===== config.mk =====
export PLATFORM = sky130hd
export DESIGN_NAME = maskd_pipe
export DESIGN_NICKNAME = d
export VERILOG_FILES = /design/src/rtl/maskd_pkg.sv /design/src/rtl/maskd_enc.sv /design/src/rtl/maskd_pipe.sv
export SDC_FILE = /design/constraint.sdc
export NUM_CORES = 1
export LEC_CHECK = 0
export BUFFER_PORTS_ARGS = -buffer_cell sky130_fd_sc_hd__buf_2
export CAP_MARGIN = 0
export CORE_AREA = 4 4 41 43
export DETAILED_ROUTE_END_ITERATION = 12
export DIE_AREA = 0 0 45 47
export HOLD_SLACK_MARGIN = 0.15
export PLACE_DENSITY_LB_ADDON = 0.05
export SYNTH_ARGS = -nofsm -noshare
export SYNTH_HDL_FRONTEND = slang
export SYNTH_SLANG_ARGS = --single-unit

===== constraint.sdc =====
create_clock -name clk -period 2.1 [get_ports clk]
set_clock_uncertainty 0.15 [all_clocks]
set_input_delay 0.105 -clock clk [delete_from_list [all_inputs] [get_ports clk]]
set_output_delay 0.105 -clock clk [all_outputs]
set_load 0.005 [all_outputs]

===== src/rtl/maskd_pkg.sv =====
// ============================================================================
// Module  : maskd_pkg
// Purpose : Shared mode encoding and constants for the mask-decode pipeline.
// Revision: 1.0 - initial release
// ============================================================================
`default_nettype none

package maskd_pkg;

    typedef enum logic [1:0] {
        LEFT_INCL  = 2'd0,
        LEFT_EXCL  = 2'd1,
        RIGHT_INCL = 2'd2,
        RIGHT_EXCL = 2'd3
    } mode_e;

    localparam int ERR_CNT_W = 16;

    function automatic mode_e mode_of(input bit incl, input bit left);
        if (left) begin
            return incl ? LEFT_INCL : LEFT_EXCL;
        end
        return incl ? RIGHT_INCL : RIGHT_EXCL;
    endfunction

endpackage

`default_nettype wire


===== src/rtl/maskd_enc.sv =====
// ============================================================================
// Module  : maskd_enc
// Purpose : Combinational contiguous-mask to index decoder with legality flag.
// Revision: 1.0 - initial release
// ============================================================================
`default_nettype none

module maskd_enc
    import maskd_pkg::*;
#(
    parameter int    W    = 8,
    parameter mode_e MODE = LEFT_INCL,
    localparam int   X_W  = $clog2(W)
) (
    input  logic [W-1:0]   y,
    output logic [X_W-1:0] x,
    output logic           err
);

    logic [X_W-1:0] w_lsb;
    logic [X_W-1:0] w_msb;
    logic [W-1:0]   w_regen;

    always_comb begin
        w_lsb = '0;
        w_msb = '0;
        for (int i = W - 1; i >= 0; i--) begin
            if (y[i]) w_lsb = X_W'(i);
        end
        for (int i = 0; i < W; i++) begin
            if (y[i]) w_msb = X_W'(i);
        end
    end

    // Out-of-range candidates (lsb-1 below 0, msb+1 at W) collapse to 0.
    always_comb begin
        x = '0;
        case (MODE)
            LEFT_INCL: x = w_lsb;
            LEFT_EXCL: begin
                if (y == '0)          x = X_W'(W - 1);
                else if (w_lsb != '0) x = w_lsb - X_W'(1);
            end
            RIGHT_INCL: x = w_msb;
            RIGHT_EXCL: begin
                if (y != '0 && int'(w_msb) < W - 1) x = w_msb + X_W'(1);
            end
            default: x = '0;
        endcase
    end

    // A mask is legal exactly when it regenerates from its own decoded index.
    always_comb begin
        w_regen = '0;
        for (int i = 0; i < W; i++) begin
            case (MODE)
                LEFT_INCL:  w_regen[i] = (i >= int'(x));
                LEFT_EXCL:  w_regen[i] = (i >  int'(x));
                RIGHT_INCL: w_regen[i] = (i <= int'(x));
                default:    w_regen[i] = (i <  int'(x));
            endcase
        end
    end

    assign err = (y != w_regen);

endmodule

`default_nettype wire


===== src/rtl/maskd_pipe.sv =====
// ============================================================================
// Module  : maskd_pipe
// Purpose : Two-stage valid/ready pipeline recovering an index from its mask.
//           Optional error counter output enabled by MASKD_PIPE_ERR_CNT_EN.
// Revision: 1.0 - initial release
// ============================================================================
`default_nettype none

module maskd_pipe
    import maskd_pkg::*;
#(
    parameter int  W              = 8,
    parameter bit  P_INCLUSIVE    = 1'b0,
    parameter bit  LEFT_NOT_RIGHT = 1'b1,
    localparam int X_W            = $clog2(W)
) (
    input  logic                 clk,
    input  logic                 arst,
    input  logic                 in_vld_i,
    input  logic [W-1:0]         in_y_i,
    output logic                 in_rdy_o,
    output logic                 out_vld_o,
    output logic [X_W-1:0]       out_x_o,
    output logic                 out_err_o,
    input  logic                 out_rdy_i
`ifdef MASKD_PIPE_ERR_CNT_EN
    ,
    output logic [ERR_CNT_W-1:0] err_cnt_o
`endif
);

    localparam mode_e c_MODE = mode_of(P_INCLUSIVE, LEFT_NOT_RIGHT);

    logic           r_s1_vld;
    logic [W-1:0]   r_s1_y;
    logic           r_s2_vld;
    logic [X_W-1:0] r_s2_x;
    logic           r_s2_err;
    logic           w_s1_rdy;
    logic           w_s2_rdy;
    logic [X_W-1:0] w_dec_x;
    logic           w_dec_err;

    assign w_s2_rdy = !r_s2_vld || out_rdy_i;
    assign w_s1_rdy = !r_s1_vld || w_s2_rdy;
    assign in_rdy_o = w_s1_rdy;

    always_ff @(posedge clk) begin
        if (in_vld_i && w_s1_rdy) r_s1_y <= in_y_i;
    end

    maskd_enc #(
        .W    (W),
        .MODE (c_MODE)
    ) u_enc (
        .y   (r_s1_y),
        .x   (w_dec_x),
        .err (w_dec_err)
    );

    always_ff @(posedge clk or posedge arst) begin
        if (arst) begin
            r_s1_vld <= 1'b0;
            r_s2_vld <= 1'b0;
            r_s2_x   <= '0;
            r_s2_err <= 1'b0;
        end else begin
            if (w_s1_rdy) r_s1_vld <= in_vld_i;
            if (w_s2_rdy) begin
                r_s2_vld <= r_s1_vld;
                if (r_s1_vld) begin
                    r_s2_x   <= w_dec_x;
                    r_s2_err <= w_dec_err;
                end
            end
        end
    end

    assign out_vld_o = r_s2_vld;
    assign out_x_o   = r_s2_x;
    assign out_err_o = r_s2_err;

`ifdef MASKD_PIPE_ERR_CNT_EN
    logic [ERR_CNT_W-1:0] r_err_cnt;

    always_ff @(posedge clk or posedge arst) begin
        if (arst) begin
            r_err_cnt <= '0;
        end else if (out_vld_o && out_rdy_i && out_err_o && r_err_cnt != '1) begin
            r_err_cnt <= r_err_cnt + ERR_CNT_W'(1);
        end
    end

    assign err_cnt_o = r_err_cnt;
`else
    // Error counting disabled: no extra state.
`endif

endmodule

`default_nettype wire


==> key figures <==
Outcome
  • Status: complete, no violations

Pwr
  • Comb power frac: 12.3%
  • Leakage power: 0.353 nW
  • Maximum vdd drop: 0.353 mV
  • Total power: 0.000542 W
  • Sw frac: 22.5%
  • Seq pwr share: 59.9%
  • Cell Pwr Density: 665 nW/um^2
  • Pint: 0.000420 W
  • Switching pwr: 0.000122 W
  • Clock power share: 27.8%

Floorplanning
  • Chip Height: 47 um
  • Chip width: 45 um
  • I/O pin count: 18
  • Initial Utilization: 42.7%
  • Die ar.: 2120 um^2
  • Core Footprint: 1300 um^2
  • Rows: 13

Worst setup path
  • Crit-path cells: nor3_1 > a21o_1 > a32oi_1 > o41a_1
  • Worst EP required: 2.11 ns
  • Critical Path Start Type: flip-flop
  • Worst Path Buf+Inv: 0
  • CP max-delay cell: edfxtp_1
  • Setup crit end kind: flip-flop
  • CP delay by family, top: compound AO/OA/AOI/OAI gates
  • Max incr delay on CP: 0.43 ns
  • Register-to-Register Setup Slack: 0.50 ns
  • CP Class: reg2reg
  • CP max FO: 4
  • CP Data Arrival Time: 1.61 ns

STA
  • Final setup fails: 0
  • Final setup margin: 0.502 ns
  • Final Max Tran Viols: 0
  • Setup TNS: 0 ns
  • Hold WS: 0.339 ns
  • Max Freq: 626 MHz
  • Fin crit share: 76.1%
  • RSZ-0062 raised after global routing: no
  • Final hold vios: 0
  • Slew headroom: 77.7%
  • Tightest Pin Transition: 0.334 ns
  • Final Critical Period: 1.60 ns

Synthesis
  • Post-synth EDFFs: 8
  • Top cells by count, synth: edfxtp_1 (8), dfrtp_1 (6), nand2b_1 (4)
  • Post-Syn Area: 556 um^2
  • Synthesized flop and latch total: 14
  • Post-synth top flop: edfxtp_1
  • Mean Syn Cell Area: 13.9 um^2
  • Register area share after synthesis: 70.3%
  • Yosys warning total: 0
  • Cells after Synth: 40
  • Synth top area share: 43.2%
  • Synth area leaders: edfxtp_1 (43%), dfrtp_1 (27%), nand2b_1 (4.5%)
  • Syn_nets: 52
  • Async set or reset register ratio after synthesis: 42.9%
  • Area leader, netlist: edfxtp_1
  • Top-count cell post-synth: edfxtp_1
  • Unique masters post-synth: 20

Drt
  • Iteration-0 DRC Markers: 9
  • Average wire per standard cell: 12.2 um
  • Via count: 440
  • Final wirelength: 1.08 mm
  • Via-to-Cell Ratio: 4.94
  • Detail Route Antenna Nets: 0
  • DR DRC count: 0
  • Router iterations before antenna repair: 3

Place
  • DP HPWL: 773 um
  • RD Place Congestion: 0.706
  • Port Buffers: 17
  • Placement Setup Slack: 0.534 ns

CTS
  • Max clock buf depth: 2
  • Max H-tree Level: 1
  • Clock slew at reported path FFs: 0.08 ns
  • CTS tree: yes
  • Clock Latency Late Sink: 0.28 ns
  • Root buf cell: clkbuf_4
  • # Post-CTS Setup Buffers: 0
  • Cts bufs inserted: 3
  • CTS sink cnt: 14

GRT
  • Largest net degree at the start of global routing: 9
  • Vias in the first global route: 454
  • Total gr overflow: 0
  • First-pass GRT wire length: 1.84 mm
  • Initial antenna violation count: 0
  • GRT Total Usage: 12.8%

Layout
  • # diodes: 0
  • Fillers: 118
  • Ratio of cells with drive above 1 in the final layout: 27.0%
  • Util after Layout: 62.7%
  • Final nets: 87
  • P&R area growth vs syn: 46.8%

Flow run
  • Max-cap viol count: 0

Min path
  • Hold WC Path Type: reg2reg
==> path summary, 6_finish.rpt <==
kind / from / endpoint / cells past startpoint
setup reg to reg: r_s1_y[0] / out_err_o / 4
setup / recovery: r_s1_y[0] / out_err_o / 4
hold / removal: out_x_o[0] / out_x_o[0] / 2
hold reg to reg: out_x_o[0] / out_x_o[0] / 2
max in group asynchronous: arst / r_s1_vld / 4
min in group asynchronous: arst / out_x_o[0] / 4
==> layout make-up <==
class,count,area [um^2],area share [%]
Clock buffer,3,22.5,2.76
Clock inverter,1,3.75,0.460
Inverter,2,7.51,0.920
Multi-Input combinational cell,24,158,19.3
Sequential cell,14,390,47.9
Tap cell,15,18.8,2.30
Timing Repair Buffer,30,215,26.4
==> kinds of logic after synthesis <==
kind of cell    synth area share (%)
compound gates                  11.9
mux                             2.03
flops                           70.3
simple gates                    14.4
buf+inv                         1.35
==> registers in the layout, indices dropped and copies added, names as in the netlist <==
name	flops
r_s1_y	8
out_x_o	3
out_vld_o	1
r_s1_vld	1
out_err_o	1
==> worst min-delay path, cell delays in order (launching register included) <==
cell	delay (ns)
dfrtp_1	0.35
nand2_1	0.05
o41ai_1	0.05
==> power by group through the flow <==
stage                     Sequential [W]  Combinational, W  Clock, W
after global placement          0.000329         0.0000472         0
after CTS                       0.000324         0.0000675  0.000158
after floorplan                 0.000328         0.0000254         0
after detailed placement        0.000330         0.0000481         0
after global routing            0.000327         0.0000754  0.000170
final                           0.000324         0.0000669  0.000151
==> cell usage in the layout, fill, tap and decap left out, types with 2 or more instances in the layout <==
master | netlist | routed
nand2_1 | 3 | 3
dlygate4sd3_1 | 0 | 13
dfrtp_1 | 6 | 6
a21oi_1 | 2 | 2
buf_2 | 0 | 17
edfxtp_1 | 8 | 8
inv_1 | 2 | 2
clkbuf_4 | 0 | 3
nand2b_1 | 4 | 4
nor3_1 | 2 | 2
==> timing repair <==
action                    CTS  global route
gates resized for setup     0             0
hold buffers               13             0
hold endpoints to repair   16             0
==> routing by layer <==
metal / wire length, um / share of wire, % / global-route usage (%)
met5: 0 / 0 / 0
met4: 38 / 3.5 / 10.5
met3: 63 / 5.8 / 3.83
met2: 545 / 50 / 21.8
met1: 435 / 40 / 13.1
==> through the flow <==
stage	instances	cell area (um^2)
global route	89	816
CTS	89	816
finish	89	816
detailed placement	72	659
floorplan	40	556
global placement	72	659
No activity file was read; power rests on OpenSTA's default activity.
